--- src/rtl/icache_l0_pkg.sv ---
// icache_l0_pkg: shared constants and fill-FSM state encoding for the L0 instruction cache
package icache_l0_pkg;
  localparam logic [31:0] NOP = 32'h0000_0013;
  localparam int DEF_LINES = 16;
  localparam int DEF_WORDS = 4;
  typedef enum logic [1:0] {S_IDLE, S_REQ, S_WAIT, S_COMMIT} fill_state_e;
endpackage

--- src/rtl/icache_fill_fsm.sv ---
// icache_fill_fsm: line-fill sequencer, one bus request outstanding, word by word
module icache_fill_fsm
  import icache_l0_pkg::*;
#(
  parameter int LINES = DEF_LINES,
  parameter int WORDS = DEF_WORDS,
  parameter int ADDR_WIDTH = 32,
  localparam int OFFB = $clog2(WORDS),
  localparam int IDXB = $clog2(LINES),
  localparam int LW = ADDR_WIDTH - OFFB - 2,
  localparam int TW = LW - IDXB
) (
  input  logic                  clock_in,
  input  logic                  reset_n_in,
  input  logic                  lookup_miss,
  input  logic [LW-1:0]         line_addr_in,
  input  logic                  inval_in,
  input  logic                  mem_gnt_in,
  input  logic                  mem_rvalid_in,
  output logic                  idle_out,
  output logic                  mem_req_out,
  output logic [ADDR_WIDTH-1:0] mem_addr_out,
  output logic                  fill_we_out,
  output logic                  commit_out,
  output logic                  clr_all_out,
  output logic [OFFB-1:0]       fill_off_out,
  output logic [IDXB-1:0]       fill_idx_out,
  output logic [TW-1:0]         fill_tag_out
);
  fill_state_e state_q, state_d;
  logic [OFFB-1:0] k_q, k_d;
  logic pend_q, pend_d;
  logic [LW-1:0] base_q, base_d;
  always_ff @(posedge clock_in or negedge reset_n_in) begin
    if (!reset_n_in) begin
      state_q <= S_IDLE;
      k_q     <= '0;
      pend_q  <= 1'b0;
      base_q  <= '0;
    end else begin
      state_q <= state_d;
      k_q     <= k_d;
      pend_q  <= pend_d;
      base_q  <= base_d;
    end
  end
  always_comb begin
    state_d     = state_q;
    k_d         = k_q;
    pend_d      = pend_q;
    base_d      = base_q;
    mem_req_out = 1'b0;
    fill_we_out = 1'b0;
    commit_out  = 1'b0;
    clr_all_out = 1'b0;
    case (state_q)
      S_IDLE: begin
        clr_all_out = inval_in;
        if (lookup_miss) begin
          base_d  = line_addr_in;
          k_d     = '0;
          state_d = S_REQ;
        end
      end
      S_REQ: begin
        mem_req_out = 1'b1;
        pend_d      = pend_q | inval_in;
        state_d     = mem_gnt_in ? S_WAIT : S_REQ;
      end
      S_WAIT: begin
        pend_d      = pend_q | inval_in;
        fill_we_out = mem_rvalid_in;
        if (mem_rvalid_in) begin
          state_d = (k_q == OFFB'(WORDS - 1)) ? S_COMMIT : S_REQ;
          k_d     = k_q + 1'b1;
        end
      end
      default: begin
        // an invalidate seen anywhere in the fill also drops the line just filled
        clr_all_out = pend_q | inval_in;
        commit_out  = !(pend_q | inval_in);
        pend_d      = 1'b0;
        state_d     = S_IDLE;
      end
    endcase
  end
  assign idle_out     = (state_q == S_IDLE);
  assign mem_addr_out = mem_req_out ? {base_q, k_q, 2'b00} : '0;
  assign fill_off_out = k_q;
  assign fill_idx_out = base_q[IDXB-1:0];
  assign fill_tag_out = base_q[LW-1:IDXB];
endmodule

--- src/rtl/icache_l0.sv ---
// icache_l0: direct-mapped read-only L0 instruction cache with combinational hit path
module icache_l0
  import icache_l0_pkg::*;
#(
  parameter int LINES = DEF_LINES,
  parameter int WORDS = DEF_WORDS,
  parameter int ADDR_WIDTH = 32
) (
  input  logic                  clock_in,
  input  logic                  reset_n_in,
  input  logic [ADDR_WIDTH-1:0] fetch_addr_in,
  output logic [31:0]           fetch_data_out,
  output logic                  fetch_valid_out,
  output logic                  stall_out,
  input  logic                  inval_in,
  output logic                  mem_req_out,
  output logic [ADDR_WIDTH-1:0] mem_addr_out,
  input  logic                  mem_gnt_in,
  input  logic                  mem_rvalid_in,
  input  logic [31:0]           mem_rdata_in
);
  localparam int OFFB = $clog2(WORDS);
  localparam int IDXB = $clog2(LINES);
  localparam int TW = ADDR_WIDTH - OFFB - IDXB - 2;
  logic [LINES-1:0] valid_q, valid_d;
  logic [TW-1:0] tag_q [LINES];
  logic [TW-1:0] tag_d [LINES];
  logic [31:0] data_q [LINES*WORDS];
  logic [31:0] data_d [LINES*WORDS];
  logic [OFFB-1:0] off, fill_off;
  logic [IDXB-1:0] idx, fill_idx;
  logic [TW-1:0] tag, fill_tag;
  logic idle, hit, miss, fill_we, commit, clr_all;
  logic [1:0] unused_byte;
  assign unused_byte = fetch_addr_in[1:0];
  assign off = fetch_addr_in[OFFB+1:2];
  assign idx = fetch_addr_in[OFFB+IDXB+1:OFFB+2];
  assign tag = fetch_addr_in[ADDR_WIDTH-1:OFFB+IDXB+2];
  assign hit = idle && valid_q[idx] && (tag_q[idx] == tag);
  assign miss = idle && !hit;
  assign fetch_valid_out = hit;
  assign stall_out = !hit;
  assign fetch_data_out = hit ? data_q[{idx, off}] : NOP;
  icache_fill_fsm #(.LINES(LINES), .WORDS(WORDS), .ADDR_WIDTH(ADDR_WIDTH)) u_fsm (
    .clock_in     (clock_in),
    .reset_n_in   (reset_n_in),
    .lookup_miss  (miss),
    .line_addr_in (fetch_addr_in[ADDR_WIDTH-1:OFFB+2]),
    .inval_in     (inval_in),
    .mem_gnt_in   (mem_gnt_in),
    .mem_rvalid_in(mem_rvalid_in),
    .idle_out     (idle),
    .mem_req_out  (mem_req_out),
    .mem_addr_out (mem_addr_out),
    .fill_we_out  (fill_we),
    .commit_out   (commit),
    .clr_all_out  (clr_all),
    .fill_off_out (fill_off),
    .fill_idx_out (fill_idx),
    .fill_tag_out (fill_tag)
  );
  always_comb begin
    valid_d = clr_all ? '0 : valid_q;
    // the missing line is dropped as the fill starts so a partial line never hits
    if (miss) valid_d[idx] = 1'b0;
    if (commit) valid_d[fill_idx] = 1'b1;
    tag_d = tag_q;
    if (commit) tag_d[fill_idx] = fill_tag;
    data_d = data_q;
    if (fill_we) data_d[{fill_idx, fill_off}] = mem_rdata_in;
  end
  always_ff @(posedge clock_in or negedge reset_n_in) begin
    if (!reset_n_in) valid_q <= '0;
    else valid_q <= valid_d;
  end
  always_ff @(posedge clock_in) begin
    tag_q  <= tag_d;
    data_q <= data_d;
  end
endmodule
--- config.mk ---
export PLATFORM = sky130hd
export DESIGN_NAME = icache_l0
export DESIGN_NICKNAME = d
export VERILOG_FILES = /design/src/rtl/icache_l0_pkg.sv /design/src/rtl/icache_fill_fsm.sv /design/src/rtl/icache_l0.sv
export SDC_FILE = /design/constraint.sdc
export NUM_CORES = 2
export LEC_CHECK = 0
export CORE_MARGIN = 3
export CORE_UTILIZATION = 45
export DETAILED_ROUTE_END_ITERATION = 6
export MAX_ROUTING_LAYER = met4
export PLACE_DENSITY_LB_ADDON = 0.05
export SYNTH_ARGS = -nofsm -noshare
export SYNTH_HDL_FRONTEND = slang
export SYNTH_HIERARCHICAL = 1
export SYNTH_SLANG_ARGS = --single-unit
--- constraint.sdc ---
create_clock -name clock_in -period 11.7 [get_ports clock_in]
set_input_delay 2.34 -clock clock_in [delete_from_list [all_inputs] [get_ports clock_in]]
set_output_delay 2.34 -clock clock_in [all_outputs]
set_load 0.02 [all_outputs]
==> qor.csv <==
stage,metric,value,unit
place,io_buffers,131,
synth,muxShareOfSynthArea,0.168,
route,wl_met3,17800,um
clocking,cts_max_level,5,
sta,whs,0.513,ns
job,cap_violations,0,
floorplan,die_w,466,um
clocking,clkSinkCount,2481,
pwr,pwr_density_cell,182,nW/um^2
synth,synth_cells,4132,
clocking,insertion_delay,0.91,ns
route,met2_wirelength,138000,um
sta,hold_violations,0,
worst_setup_path,critPathCaptureType,output port,
floorplan,coreArea,210000,um^2
synth,synth-adder-area-share,0.00105,
clocking,path_clk_slew,0.05,ns
place,gp_congestion,0.780,
route,drt-initial-drc-count,5679,
outcome,outcome,completed,
pwr,irDropWorstVdd,177,uV
final_layout,final_nets,4579,
clocking,cts-root-buf,clkbuf_16,
synth,ys_ff_latch,2481,
worst_setup_path,worst-path-max-fanout,76,
route,met1_length,125000,um
global_routing,grt_pass1_wl,396000,um
sta,tightest_slew,1.26,ns
worst_setup_path,path_class,in2out,
floorplan,die_h,466,um
global_routing,grt_max_degree,80,
worst_setup_path,required,9.36,ns
route,wl_per_cell,38.3,um
route,drc,0,
synth,synth_compound_area_frac,0.0201,
worst_setup_path,r2r_slack,7.26,ns
sta,fin_setup_tns,0,ns
synth,synth.distinct_cells,67,
final_layout,fillers,16407,
final_layout,drive_gt1_frac,0.290,
sta,rsz0062_at_grt,no,
min_path,hp-start,u_fsm/pend_q$_DFFE_PN0N_,
final_layout,seqCellArea,74300,um^2
worst_setup_path,reg2reg_to,u_fsm/base_q[5]$_DFFE_PN0P_,
synth,ys_seq_area_frac,0.779,
sta,setup_viol,0,
floorplan,fp-row-count,168,
synth,yosys.area_share.xor_xnor,0.00230,
synth,async_reset_ff_frac,0.0198,
min_path,min_to,u_fsm/pend_q$_DFFE_PN0N_,
global_routing,grt_overflow,0,
route,highest_layer,met4,
worst_setup_path,r2r_cells,11,
clocking,cts_inserted_buffers,283,
clocking,cts_buffer_depth,4,
route,antenna_left,0,
global_routing,grt_pass1_vias,46521,
final_layout,syn2layout_area_growth,14.6,%
sta,slew_viol_final,0,
sta,fin_crit_sh,0.848,
route,vias,46903,
route,dr.pass1.iters,6,
synth,synth_top_flop_cell,edfxtp_1,
min_path,hold_path.class,reg2reg,
min_path,whs_path_depth,1,
synth,synth-edff-count,2432,
sta,clock_skew,0.0425,ns
sta,max_freq,0.101,GHz
clocking,postCtsHoldBufs,0,
worst_setup_path,cp.arrival,7.58,ns
floorplan,floorplan.initialDensity,0.454,
place,dp_hpwl,155000,um
clocking,cts_setup_buffers,0,
synth,yosys.area_share.simple,0.0181,
route,via_per_inst,6.25,
synth,yosys_warnings,6,
floorplan,die-area,217000,um^2
worst_setup_path,cp-start-kind,primary input,
sta,period_needed,9.92,ns
pwr,p_leak,34.1,nW
final_layout,multi_input_area,20600,um^2
sta,relSlewSlack,0.162,
floorplan,ios,136,
synth,synth_top_family_by_area,multiplexers,
global_routing,antenna_found_initial,19,
clocking,ctsResizeCount,0,
worst_setup_path,crit-reg2reg-launch,tag_q[117]$_DFFE_PP_,
clocking,cts_tree,done,
synth,syn_area,95300,um^2
route,wl,288000,um
global_routing,grt.total_usage,0.274,
synth,syn_avg_cell_area,23.1,um^2
## state kept, by name (all words and copies together) (netlist names)
signal / count
valid_q: 16
u_fsm/pend_q: 1
data_q: 2048
u_fsm/fill_off_out: 2
tag_q: 384
u_fsm/state_q: 2
u_fsm/base_q: 28
## cell usage after synthesis (18+ instances only)
library cell,instances,area share
a21oi_1,44,0.0023
o22ai_1,120,0.0079
nor3_1,23,0.0012
buf_2,81,0.0043
mux2_4,21,0.0033
dfrtp_1,49,0.013
nor2_1,134,0.0053
nand2_1,60,0.0024
mux2i_1,66,0.0069
and2_1,37,0.0024
mux2_2,18,0.0021
edfxtp_1,2432,0.77
mux4_2,657,0.16
a211oi_1,20,0.0016
o21ai_0,19,0.0010
buf_4,28,0.0022
clkbuf_1,82,0.0032
## power by group
group / internal (W) / switching, W / leakage (nW)
logic: 0.000560 / 0.000831 / 7.53
clock network: 0.00478 / 0.00341 / 4.09
registers: 0.0101 / 0.000294 / 22.5
total: 0.0154 / 0.00453 / 34.1
## cells by family after synthesis
kind of cell / Yosys count
other: 1
buffers and inverters: 230
DFF: 2481
xor gates and xnor gates: 25
muxes: 762
and+or+nand+nor: 349
AOI/OAI and AO/OA: 276
adders and majority gates: 8
## worst max-delay path, stage by stage
cell and delay [ns]:
buf_8 0.55, buf_4 0.51, mux4_2 0.56, mux2i_1 0.39, o311ai_0 0.21, a211o_1 0.28
nor3_1 0.33, nand4_4 0.27, buf_4 0.40, a211oi_1 0.90, clkdlybuf4s50_1 0.77
## layout make-up
type / count / area share
Sequential cell: 2481 / 0.679
Multi-Input combinational cell: 1422 / 0.188
Clock buffer: 361 / 0.0693
Tap cell: 2805 / 0.0321
Timing Repair Buffer: 297 / 0.0231
Clock inverter: 113 / 0.00725
Inverter: 17 / 0.000584
Antenna cell: 6 / 0.000137
## worst max-delay path by stage
stage,slack [ns],endpoint,startpoint,cells after the start
finish,1.78,fetch_data_out[27],fetch_addr_in[5],11
global route,1.59,fetch_data_out[27],fetch_addr_in[5],11
CTS,1.53,fetch_data_out[27],fetch_addr_in[5],11
detailed placement,1.53,fetch_data_out[27],fetch_addr_in[5],11
global placement,1.63,fetch_data_out[27],fetch_addr_in[5],11
floorplan,4.09,fetch_data_out[13],fetch_addr_in[5],9
## layer usage
| layer | global-route usage | vias up |
|---|---|---|
| met5 | - | - |
| met4 | 0.0657 | 0 |
| met1 | 0.397 | 26262 |
| met2 | 0.420 | 1802 |
| li1 | - | 18431 |
| met3 | 0.0358 | 408 |
## placed cells by master (no fill, tap or decap), types with 11 or more instances in the layout
| cell | instances |
|---|---|
| a211oi_1 | 20 |
| a21oi_1 | 44 |
| a22oi_1 | 11 |
| and2_1 | 37 |
| buf_2 | 33 |
| buf_4 | 159 |
| bufinv_16 | 11 |
| clkbuf_1 | 67 |
| clkbuf_16 | 291 |
| clkdlybuf4s50_1 | 92 |
| clkinv_1 | 59 |
| clkinv_2 | 35 |
| dfrtp_1 | 49 |
| edfxtp_1 | 2432 |
| inv_1 | 15 |
| mux2_2 | 18 |
| mux2_4 | 21 |
| mux2i_1 | 66 |
| mux4_2 | 657 |
| nand2_1 | 59 |
| nand3_1 | 15 |
| nor2_1 | 58 |
| nor2_4 | 75 |
| nor2b_1 | 12 |
| nor3_1 | 18 |
| o21ai_0 | 19 |
| o22ai_1 | 120 |
| xnor2_1 | 14 |
| xor2_1 | 11 |
## metrics by stage
| step | cells | cell area, um^2 | util | worst slack (ns) | power (W) |
|---|---|---|---|---|---|
| after CTS | 7496 | 109000 | 0.520 | 1.53 | 0.0201 |
| final | 7502 | 109000 | 0.520 | 1.78 | 0.0199 |
| after global placement | 7022 | 101000 | 0.480 | 1.63 | 0.0119 |
| after floorplan | 4133 | 95400 | - | 4.09 | 0.0112 |
| after global routing | 7500 | 109000 | 0.520 | 1.59 | 0.0206 |
| after detailed placement | 7022 | 101000 | 0.480 | 1.53 | 0.0120 |
Note: power is estimated with default switching activity, not from simulation.
